$ cat config.mk
export PLATFORM = sky130hd
export DESIGN_NAME = debounce_sync_flat
export DESIGN_NICKNAME = d
export VERILOG_FILES = /design/src/rtl/debounce_sync_if.sv /design/src/rtl/debounce_sync.sv /design/src/flat_wrapper.sv
export SDC_FILE = /design/constraint.sdc
export NUM_CORES = 1
export LEC_CHECK = 0
export ABC_AREA = 1
export ABC_CLOCK_PERIOD_IN_PS = 2190
export BUFFER_PORTS_ARGS = -buffer_cell sky130_fd_sc_hd__buf_4
export CAP_MARGIN = 20
export CORE_UTILIZATION = 45
export CTS_CLUSTER_DIAMETER = 50
export DETAILED_ROUTE_END_ITERATION = 16
export SYNTH_ARGS = -nofsm -noshare
export SYNTH_HDL_FRONTEND = slang
export SYNTH_SLANG_ARGS = --single-unit
$ cat constraint.sdc
create_clock -name clk_i -period 2.19 [get_ports clk_i]
set_input_delay 0.438 -clock clk_i [delete_from_list [all_inputs] [get_ports clk_i]]
set_output_delay 0.438 -clock clk_i [all_outputs]
set_load 0.05 [all_outputs]
$ cat src/rtl/debounce_sync_if.sv
// Signal bundle between the raw-input conditioning stage and its consumer.
interface debounce_sync_if;
    logic raw_i;
    logic en_i;
    logic d_o;
    logic rise_o;
    logic fall_o;
    logic busy_o;

    modport slave (
        input  raw_i,
        input  en_i,
        output d_o,
        output rise_o,
        output fall_o,
        output busy_o
    );

    modport master (
        output raw_i,
        output en_i,
        input  d_o,
        input  rise_o,
        input  fall_o,
        input  busy_o
    );
endinterface

$ cat src/rtl/debounce_sync.sv
// Synchronises an asynchronous level and accepts a change only after it
// has held for STABLE_CYCLES consecutive clocks; emits one-cycle edge pulses.
module debounce_sync #(
    parameter int unsigned SYNC_STAGES   = 2,
    parameter int unsigned CNT_W         = 16,
    parameter int unsigned STABLE_CYCLES = 1000,
    parameter logic        RESET_VAL     = 1'b0
) (
    input  logic            clk_i,
    input  logic            rst_ni,
    debounce_sync_if.slave  bus
);

    typedef enum logic {IDLE, CHECK} state_e;

    localparam logic [CNT_W-1:0] STABLE_C = CNT_W'(STABLE_CYCLES);

    logic [SYNC_STAGES-1:0] sync_q;
    logic                   s;
    state_e                 state_q, state_d;
    logic [CNT_W-1:0]       cnt_q, cnt_d;
    logic                   dval_q, dval_d;
    logic                   rise_q, rise_d;
    logic                   fall_q, fall_d;
    logic                   busy_q, busy_d;

    assign s = sync_q[SYNC_STAGES-1];

    always_ff @(posedge clk_i or negedge rst_ni) begin
        if (!rst_ni) begin
            sync_q  <= {SYNC_STAGES{RESET_VAL}};
            state_q <= IDLE;
            cnt_q   <= '0;
            dval_q  <= RESET_VAL;
            rise_q  <= 1'b0;
            fall_q  <= 1'b0;
            busy_q  <= 1'b0;
        end else begin
            sync_q  <= {sync_q[SYNC_STAGES-2:0], bus.raw_i};
            state_q <= state_d;
            cnt_q   <= cnt_d;
            dval_q  <= dval_d;
            rise_q  <= rise_d;
            fall_q  <= fall_d;
            busy_q  <= busy_d;
        end
    end

    always_comb begin
        state_d = state_q;
        cnt_d   = cnt_q;
        dval_d  = dval_q;
        rise_d  = 1'b0;
        fall_d  = 1'b0;
        unique case (state_q)
            IDLE: begin
                if (bus.en_i && (s != dval_q)) begin
                    state_d = CHECK;
                    cnt_d   = CNT_W'(1);
                end else begin
                    cnt_d   = '0;
                end
            end
            CHECK: begin
                if (!bus.en_i || (s == dval_q)) begin
                    state_d = IDLE;
                    cnt_d   = '0;
                end else if (cnt_q == STABLE_C) begin
                    // Accept the change; the pulse lands with the new level.
                    dval_d  = s;
                    rise_d  = s;
                    fall_d  = ~s;
                    state_d = IDLE;
                    cnt_d   = '0;
                end else begin
                    cnt_d   = cnt_q + CNT_W'(1);
                end
            end
            default: begin
                state_d = IDLE;
                cnt_d   = '0;
            end
        endcase
        busy_d = (state_d == CHECK);
    end

    assign bus.d_o    = dval_q;
    assign bus.rise_o = rise_q;
    assign bus.fall_o = fall_q;
    assign bus.busy_o = busy_q;

endmodule

$ cat src/flat_wrapper.sv
// flat-port wrapper written by rule: the top's interface ports become plain ports
module debounce_sync_flat 
#(
    parameter int unsigned SYNC_STAGES   = 2,
    parameter int unsigned CNT_W         = 16,
    parameter int unsigned STABLE_CYCLES = 1000,
    parameter logic        RESET_VAL     = 1'b0
)
  (clk_i, rst_ni, bus_raw_i, bus_en_i, bus_d_o, bus_rise_o, bus_fall_o, bus_busy_o);
  debounce_sync_if bus_i ();
  input  logic clk_i;
  input  logic rst_ni;
  input wire logic [$bits(bus_i.raw_i)-1:0] bus_raw_i;
  input wire logic [$bits(bus_i.en_i)-1:0] bus_en_i;
  output wire logic [$bits(bus_i.d_o)-1:0] bus_d_o;
  output wire logic [$bits(bus_i.rise_o)-1:0] bus_rise_o;
  output wire logic [$bits(bus_i.fall_o)-1:0] bus_fall_o;
  output wire logic [$bits(bus_i.busy_o)-1:0] bus_busy_o;
  assign bus_i.raw_i = bus_raw_i;
  assign bus_i.en_i = bus_en_i;
  assign bus_d_o = bus_i.d_o;
  assign bus_rise_o = bus_i.rise_o;
  assign bus_fall_o = bus_i.fall_o;
  assign bus_busy_o = bus_i.busy_o;
  debounce_sync #(.SYNC_STAGES(SYNC_STAGES), .CNT_W(CNT_W), .STABLE_CYCLES(STABLE_CYCLES), .RESET_VAL(RESET_VAL)) u_core (.clk_i(clk_i), .rst_ni(rst_ni), .bus(bus_i));
endmodule
==> results.py, run 1 <==
metrics = {
    "outcome": {
        "status": "complete, no violations",
    },
    "timing": {
        "fmax_mhz": 694,
        "fin_crit_sh_pct": 65.8,
        "report.final.slew_viol_count": 0,
        "worst_pin_slew_ns": 0.278,
        "setup-violations-final": 0,
        "rsz0062_at_grt": "no",
        "skew_ns": 0.00307,
        "totalNegativeSetupSlack_ns": 0,
        "slew_headroom_pct": 81.4,
        "hold_violations": 0,
        "finalWorstSetupSlack_ns": 0.750,
        "whs_ns": 0.217,
        "fin_crit_ns": 1.44,
    },
    "global_routing": {
        "grt_overflow": 0,
        "grt_first_pass_wirelength_mm": 4.58,
        "antenna_found_initial": 0,
        "grt_pass1_vias": 1044,
        "track_usage_pct": 18.5,
        "grt_max_degree": 23,
    },
    "setup_path": {
        "end_kind": "register",
        "cp-start-kind": "register",
        "critPathMaxFanout": 11,
        "cp.arrival_ns": 1.64,
        "required_ns": 2.39,
        "critPathKind": "register to register",
    },
    "power_and_ir_drop": {
        "p_comb_share_pct": 5.8,
        "p_leak_nw": 0.704,
        "seqPwrFrac_pct": 53.5,
        "pwr-share-clk_pct": 40.7,
        "switching_share_pct": 21.3,
        "vdd_drop_max_mv": 0.435,
        "p_int_w": 0.000611,
        "power.density_mw_per_mm2": 527,
        "switching_power_w": 0.000165,
    },
    "cells_and_area": {
        "drive_above_1_share_pct": 21.4,
        "seq_area_um2": 551,
        "multi_input_area_um2": 654,
        "layout_common_cells": "nand2_1, inv_1, nor2_1",
        "fin_nets": 189,
        "syn_to_final_growth_pct": 10.0,
        "antenna_cells": 0,
        "final.fill_count": 265,
        "final_common_cell": "nand2_1",
        "finalNonFillerCells": 213,
    },
    "route": {
        "top_layer": "met4",
        "ant_nets": 0,
        "first_iter_violations": 27,
        "drt-met1-wl_mm": 1.23,
        "wl_met3_um": 55,
        "drc": 0,
        "num_vias": 1042,
        "wl_per_cell_um": 11.7,
        "vias_per_cell": 4.89,
        "wirelength_mm": 2.49,
        "wl_met2_mm": 1.17,
        "dr.pass1.iters": 4,
    },
    "synthesis": {
        "yosysTopAreaCellShare_pct": 41.2,
        "yosysWarnings": 0,
        "synth-seq-cells": 22,
        "syn_avg_cell_area_um2": 7.82,
        "synthesis.area_mm2": 0.00134,
        "ys_top_cells_by_area": "dfrtp_1, nand2_1, inv_1",
        "synthCells": 171,
        "syn_nets": 177,
        "synth.largest_area_cell": "dfrtp_1",
        "ys_seq_area_share_pct": 41.2,
        "synthDistinctLibCells": 24,
    },
    "clock_tree": {
        "clock_latency_ns": 0.31,
        "cts_sinks": 22,
        "ctsResizeCount": 0,
        "cts_tree": "built",
        "cts_max_level": 1,
        "clockRootBuffer": "clkbuf_4",
        "cts_buffer_depth": 2,
        "cts_setup_buffers": 0,
        "numCtsBuffers": 3,
        "clk_pin_slew_ns": 0.13,
    },
    "run": {
        "maxCapViolations": 0,
    },
    "floorplan": {
        "core_area_mm2": 0.00278,
        "pin_count": 8,
        "die_h_um": 56.5,
        "dieArea_mm2": 0.00319,
        "rows": 19,
        "die_w_um": 56.5,
        "start_util_pct": 48.1,
    },
    "place": {
        "gp_congestion": 0.824,
        "dp_hpwl_mm": 1.93,
        "place_ws_ns": 0.785,
        "portBuffers": 7,
        "dp_cells": 208,
    },
    "min_path": {
        "hp-class": "input port to register",
    },
}
## synthesized netlist by cell type (all sizes together)
library cell   n
nand2         43
nor2          41
inv           29
dfrtp         22
nand3         16
nor3           4
nand4          3
o21ai          3
xor2           3
ha             2
a21oi          1
and3           1
buf            1
clkinv         1
nand3b         1
## state kept, by name, indices dropped and copies added, names as in the netlist
register,cells
u_core.cnt_q,16
u_core.sync_q,2
u_core.bus.d_o,1
u_core.bus.fall_o,1
u_core.bus.rise_o,1
u_core.state_q,1
## repair_timing
| action | in CTS | in global routing |
|---|---|---|
| endpoints found under the hold margin | 22 | 0 |
| endpoints found under the setup margin | 0 | 0 |
| hold buffers | 1 | 0 |
## per-layer routing
metal  GRT usage (%)  up-vias
met5               0        -
met4            7.32        0
met3            2.76        6
met2            31.1       14
met1            23.7      478
li1                -      544
## cell type report
type                    instances  area share, %
clock buffers                   3           1.53
clock inverters                 1           2.04
inverters                      30           7.65
multi-input cells             118           44.5
flip-flops and latches         22           37.4
well taps                      31           2.64
repair buffers                  8           4.25
## worst max-delay path, stage by stage, from the launching register on
cell	delay, ns
dfrtp_1	0.44
inv_1	0.09
ha_1	0.18
nand3_1	0.13
nor2_4	0.13
nand2_4	0.08
nand2_4	0.17
o21ai_0	0.11
## per-stage QoR
stage | instance area (um2) | util [%] | power [W]
after floorplan | 1340 | - | 0.000451
after global placement | 1410 | 50.7 | 0.000467
after detailed placement | 1410 | 50.7 | 0.000467
after CTS | 1470 | 52.9 | 0.000788
after global routing | 1470 | 52.9 | 0.000810
final | 1470 | 52.9 | 0.000776
## cells by family (layout without fill, tap and decap cells)
group / count (synthesis) / in the layout / share of synthesized area (%)
simple gates: 109 / 109 / 43.6
fa+ha+maj: 2 / 2 / 1.87
compound gates: 4 / 4 / 1.50
buf+inv: 31 / 42 / 9.92
flops: 22 / 22 / 41.2
xor+xnor: 3 / 3 / 1.96
## final timing paths
kind	from	endpoint	slack, ns	depth (start not counted)
max in group asynchronous	rst_ni	u_core.cnt_q[0]	1.45	2
max reg2reg	u_core.cnt_q[0]	u_core.cnt_q[0]	0.75	7
min in group asynchronous	rst_ni	u_core.cnt_q[12]	0.53	2
min reg2reg	u_core.sync_q[0]	u_core.sync_q[1]	0.37	0
max	u_core.cnt_q[0]	u_core.cnt_q[0]	0.75	7
min	bus_raw_i	u_core.sync_q[0]	0.22	1
## power by group through the flow
stage / logic [W] / clock network, W / registers, W
global route: 0.0000512 / 0.000343 / 0.000416
CTS: 0.0000464 / 0.000327 / 0.000415
floorplan: 0.0000235 / 0 / 0.000428
detailed placement: 0.0000445 / 0 / 0.000423
finish: 0.0000449 / 0.000316 / 0.000415
global placement: 0.0000443 / 0 / 0.000422
No activity file was read; power rests on OpenSTA's default activity.
==> run 2, diff against run 1 <==
ABC_CLOCK_PERIOD_IN_PS = 1200   (was 2190)
clock period = 1.2 ns   (was 2.19 ns; I/O delays follow)
==> run 2 against run 1 <==
- the run now ends with setup timing left
- worst setup slack worse by 0.88 ns
- die area unchanged
- flip-flop and latch count unchanged
- cell area up 20%
- largest cell class unchanged
==> results.py, run 2 (synthesized netlist as in run 1, its figures left out) <==
metrics = {
    "outcome": {
        "status": "complete, but fails checks",
        "violations": "setup timing",
    },
    "route": {
        "drt-met1-wl_mm": 1.33,
        "ant_nets": 0,
        "first_iter_violations": 41,
        "wl_per_cell_um": 12.4,
        "wirelength_mm": 2.95,
        "wl_met2_mm": 1.47,
        "vias_per_cell": 4.84,
        "dr.pass1.iters": 4,
        "num_vias": 1153,
        "wl_met3_um": 74,
        "drc": 0,
        "top_layer": "met4",
    },
    "floorplan": {
        "pin_count": 8,
        "start_util_pct": 48.1,
        "core_area_mm2": 0.00278,
        "die_h_um": 56.5,
        "dieArea_mm2": 0.00319,
        "die_w_um": 56.5,
        "rows": 19,
    },
    "place": {
        "place_ws_ns": -0.188,
        "portBuffers": 7,
        "dp_cells": 230,
        "gp_congestion": 0.861,
        "dp_hpwl_mm": 2.16,
    },
    "cells_and_area": {
        "largest_reg_flops": 16,
        "layout_common_cells": "nand2_1, buf_4, inv_1",
        "antenna_cells": 0,
        "final_core_util_pct": 63.3,
        "top_register": "u_core.cnt_q",
        "fin_nets": 214,
        "reg_top3": "u_core.cnt_q (16), u_core.sync_q (2)",
        "drive_above_1_share_pct": 41.5,
        "finalNonFillerCells": 238,
        "syn_to_final_growth_pct": 31.6,
        "final_common_cell": "nand2_1",
    },
    "timing": {
        "hold_violations": 0,
        "fin_crit_sh_pct": 111,
        "setup-violations-final": 18,
        "fmax_mhz": 753,
        "skew_ns": 0.00713,
        "worst_pin_slew_ns": 0.294,
        "fin_crit_ns": 1.33,
        "rsz0062_at_grt": "yes",
        "finalWorstSetupSlack_ns": -0.128,
        "report.final.slew_viol_count": 0,
        "slew_headroom_pct": 80.4,
        "totalNegativeSetupSlack_ns": -1.65,
    },
    "global_routing": {
        "track_usage_pct": 20.0,
        "grt_overflow": 0,
        "grt_max_degree": 23,
        "antenna_found_initial": 0,
        "grt_pass1_vias": 1147,
        "grt_first_pass_wirelength_mm": 4.93,
    },
    "clock_tree": {
        "cts_max_level": 1,
        "cts_sinks": 22,
        "numCtsBuffers": 3,
        "cts_tree": "built",
        "clockRootBuffer": "clkbuf_4",
        "cts_buffer_depth": 2,
        "clock_latency_ns": 0.32,
        "clk_pin_slew_ns": 0.13,
    },
    "power_and_ir_drop": {
        "p_leak_nw": 0.844,
        "power.density_mw_per_mm2": 740,
        "vdd_drop_max_mv": 0.641,
    },
    "setup_path": {
        "critPathMaxFanout": 11,
        "cp-start-kind": "register",
        "critPathKind": "register to register",
        "required_ns": 1.42,
        "cp.arrival_ns": 1.55,
        "end_kind": "register",
    },
    "min_path": {
        "hp-class": "input port to register",
    },
    "run": {
        "maxCapViolations": 0,
    },
}
-- run 2: changes by cell type in the layout (fill, tap and decap cells not counted), moves of 4 or more --
| cell | change |
|---|---|
| nand2_1 | -4 |
| nor2_1 | -4 |
| nand2_2 | +4 |
| buf_4 | +22 |
| nand3_1 | -6 |
| nand3_2 | +4 |
-- run 2: routing by layer --
layer,GRT usage (%),up-vias
li1,-,592
met1,25.6,534
met2,33.9,17
met3,2.07,10
met4,8.71,0
met5,0,-
-- run 2: power breakdown --
group	switching [W]	total, W	internal (W)	leakage [nW]
clock network	0.000246	0.000432	0.000186	0.0210
logic	0.0000688	0.000113	0.0000445	0.531
registers	0.00000671	0.000758	0.000751	0.292
-- run 2: what timing repair did --
| action | CTS | global route |
|---|---|---|
| setup endpoints to repair | 19 | 21 |
| pin swaps | 11 | 14 |
| hold endpoints to repair | 22 | 0 |
| buffers inserted | 3 | 0 |
| hold buffers | 1 | 0 |
| gates resized for setup | 14 | 12 |
-- run 2: final cells by class --
cell class,instances,area (um2)
clock buffer,4,36.3
fill,252,1020
inverter,30,113
multi-input combinational,118,748
sequential,22,554
tap,31,38.8
timing repair buffer,33,270
-- run 2: stage by stage --
stage          hold WS [ns]  total power, W  instance area (um2)
2_1_floorplan       -0.0556        0.000825                 1350
3_3_place_gp          0.145        0.000860                 1590
3_5_place_dp          0.151        0.000862                 1590
4_1_cts              0.0271         0.00129                 1720
5_1_grt              0.0156         0.00135                 1760
6_report             0.0184         0.00130                 1760
-- run 2: worst paths after layout --
kind                                  start          endpoint  slack, ns  cells after the start
setup / recovery            u_core.cnt_q[0]   u_core.cnt_q[0]      -0.13                      7
max in group asynchronous            rst_ni    u_core.state_q       0.62                      2
hold / removal                    bus_raw_i  u_core.sync_q[0]       0.02                      1
setup reg to reg            u_core.cnt_q[0]   u_core.cnt_q[0]      -0.13                      7
hold reg to reg            u_core.sync_q[0]  u_core.sync_q[1]       0.37                      0
min in group asynchronous            rst_ni   u_core.cnt_q[8]       0.32                      2
-- run 2: worst max-delay path, cell delays in order, from the launching register on --
cell,delay (ns)
dfrtp_1,0.44
inv_2,0.10
ha_4,0.15
nand3_4,0.08
nor2_4,0.13
nand2_4,0.09
nand2_8,0.14
o21ai_0,0.09
==> run 3, diff against run 2 <==
ABC_CLOCK_PERIOD_IN_PS = 1600   (was 1200)
CORE_UTILIZATION = 40   (was 45)
clock period = 1.6 ns   (was 1.2 ns; I/O delays follow)
==> run 3 against run 2 <==
- the flow now finishes without violations
- cell area shrank 16%
- clock power shrank 28%
- fmax shrank 6.8%
- first-iteration DRC count grew 7.3%
- global-route usage shrank 3.3 points
- worst hold slack gained 0.093 ns
- routed wire length shrank 14%
- non-clock buffer count shrank 25
- clock skew is essentially flat
- largest cell class unchanged
==> results.py, run 3 (synthesized netlist as in run 1, its figures left out) <==
metrics = {
    "outcome": {
        "status": "complete, no violations",
    },
    "clock_tree": {
        "clock_latency_ns": 0.31,
        "cts_sinks": 22,
        "cts_buffer_depth": 2,
        "cts_tree": "built",
        "numCtsBuffers": 3,
        "clockRootBuffer": "clkbuf_4",
        "clk_pin_slew_ns": 0.12,
        "cts_max_level": 1,
    },
    "place": {
        "placed_cell_area_mm2": 0.00143,
        "dp_hpwl_mm": 1.97,
        "gp_congestion": 0.829,
        "portBuffers": 7,
        "dp_cells": 221,
    },
    "cells_and_area": {
        "final_common_cell": "nand2_1",
        "antenna_cells": 0,
        "finalNonFillerCells": 226,
        "drive_above_1_share_pct": 21.4,
        "top_register": "u_core.cnt_q",
        "syn_to_final_growth_pct": 10.0,
        "layout_common_cells": "nand2_1, inv_1, nor2_1",
        "final_cell_area_mm2": 0.00147,
        "fin_nets": 189,
        "final_core_util_pct": 47.4,
        "final.fill_count": 334,
        "largest_reg_flops": 16,
        "reg_top3": "u_core.cnt_q (16), u_core.sync_q (2)",
    },
    "timing": {
        "slew_headroom_pct": 81.0,
        "setup-violations-final": 0,
        "skew_ns": 0.00739,
        "fin_crit_sh_pct": 89.1,
        "fin_crit_ns": 1.43,
        "hold_violations": 0,
        "fmax_mhz": 702,
        "worst_pin_slew_ns": 0.284,
        "totalNegativeSetupSlack_ns": 0,
        "report.final.slew_viol_count": 0,
        "rsz0062_at_grt": "no",
    },
    "global_routing": {
        "grt_max_degree": 23,
        "antenna_found_initial": 0,
        "track_usage_pct": 16.7,
        "grt_overflow": 0,
        "grt_pass1_vias": 966,
        "grt_first_pass_wirelength_mm": 4.39,
    },
    "setup_path": {
        "cp.arrival_ns": 1.63,
        "end_kind": "register",
        "crit_path_cell_trace": "inv_1 > ha_1 > nand3_1 > nor2_4 > nand2_4 > nand2_4 > o21ai_0",
        "critPathBufInv": 1,
        "critPathKind": "register to register",
        "cpMostUsedCell": "nand2_4",
        "required_ns": 1.80,
        "cp-start-kind": "register",
        "critPathMaxFanout": 11,
        "crit_path_top_delay_cell": "dfrtp_1",
        "crit_path_max_incr_delay_ns": 0.44,
        "critPathTopFamily": "simple AND/OR/NAND/NOR gates",
    },
    "route": {
        "wirelength_mm": 2.52,
        "wl_per_cell_um": 11.2,
        "ant_nets": 0,
        "vias_per_cell": 4.57,
        "first_iter_violations": 44,
        "drc": 0,
        "dr.pass1.iters": 4,
        "num_vias": 1032,
    },
    "floorplan": {
        "core_area_mm2": 0.00310,
        "dieArea_mm2": 0.00358,
        "die_h_um": 59.8,
        "start_util_pct": 43.1,
        "die_w_um": 59.8,
        "rows": 20,
        "pin_count": 8,
    },
    "power_and_ir_drop": {
        "switching_share_pct": 23.2,
        "pwr-share-clk_pct": 33.0,
        "power_w": 0.000939,
        "power.density_mw_per_mm2": 638,
        "p_leak_nw": 0.697,
        "p_int_w": 0.000721,
        "vdd_drop_max_mv": 0.437,
        "seqPwrFrac_pct": 60.5,
        "p_comb_share_pct": 6.5,
        "switching_power_w": 0.000218,
    },
    "min_path": {
        "hp-class": "input port to register",
    },
    "run": {
        "maxCapViolations": 0,
    },
}
[run 3: changes by cell type in the layout (fill, tap and decap cells not counted), sizes merged]
| cell | previous run | this run |
|---|---|---|
| buf | 32 | 7 |
[run 3: metrics by stage]
stage                     worst slack (ns)  hold WS, ns
after floorplan                      0.158       0.0244
after detailed placement             0.177        0.226
after global placement               0.229        0.224
final                                0.175        0.111
after CTS                            0.160       0.0994
after global routing                0.0371       0.0858
[run 3: worst paths after layout]
check                                       from                to  slack (ns)  cells past startpoint
worst min-delay path                   bus_raw_i  u_core.sync_q[0]        0.11                      1
max in group asynchronous                 rst_ni  u_core.sync_q[1]        0.95                      2
worst min register to register  u_core.sync_q[0]  u_core.sync_q[1]        0.37                      0
worst max-delay path             u_core.cnt_q[0]   u_core.cnt_q[0]        0.17                      7
min in group asynchronous                 rst_ni  u_core.cnt_q[12]        0.42                      2
worst max register to register   u_core.cnt_q[0]   u_core.cnt_q[0]        0.17                      7
[run 3: repair_timing]
item | 4_1_cts | 5_1_grt
hold endpoints to repair | 22 | 0
buffers inserted | 0 | 0
gates resized for setup | 0 | 0
hold buffers | 1 | 0
[run 3: power by group through the flow]
stage	clock network [W]	logic, W	registers, W
2_1_floorplan	0	0.0000322	0.000585
3_3_place_gp	0	0.0000607	0.000578
3_5_place_dp	0	0.0000612	0.000579
4_1_cts	0.000322	0.0000633	0.000568
5_1_grt	0.000347	0.0000707	0.000569
6_report	0.000310	0.0000615	0.000568
[run 3: routing by layer]
metal,track usage [%],share of wire (%)
met1,24.1,51
met5,0,0
met3,4.55,3.1
met4,2.99,0.67
met2,25.1,45
[run 3: layout make-up]
cell class	count	area [um2]	share of cell area (%)
Multi-Input combinational cell	118	654	44.5
Sequential cell	22	551	37.4
Inverter	30	113	7.65
Timing Repair Buffer	8	62.6	4.25
Tap cell	44	55.1	3.74
Clock buffer	4	36.3	2.47
[run 3: worst register-to-register path, cell delays in order (launching register included)]
cell	delay [ns]
dfrtp_1	0.44
inv_1	0.10
ha_1	0.16
nand3_1	0.12
nor2_4	0.13
nand2_4	0.09
nand2_4	0.18
o21ai_0	0.10
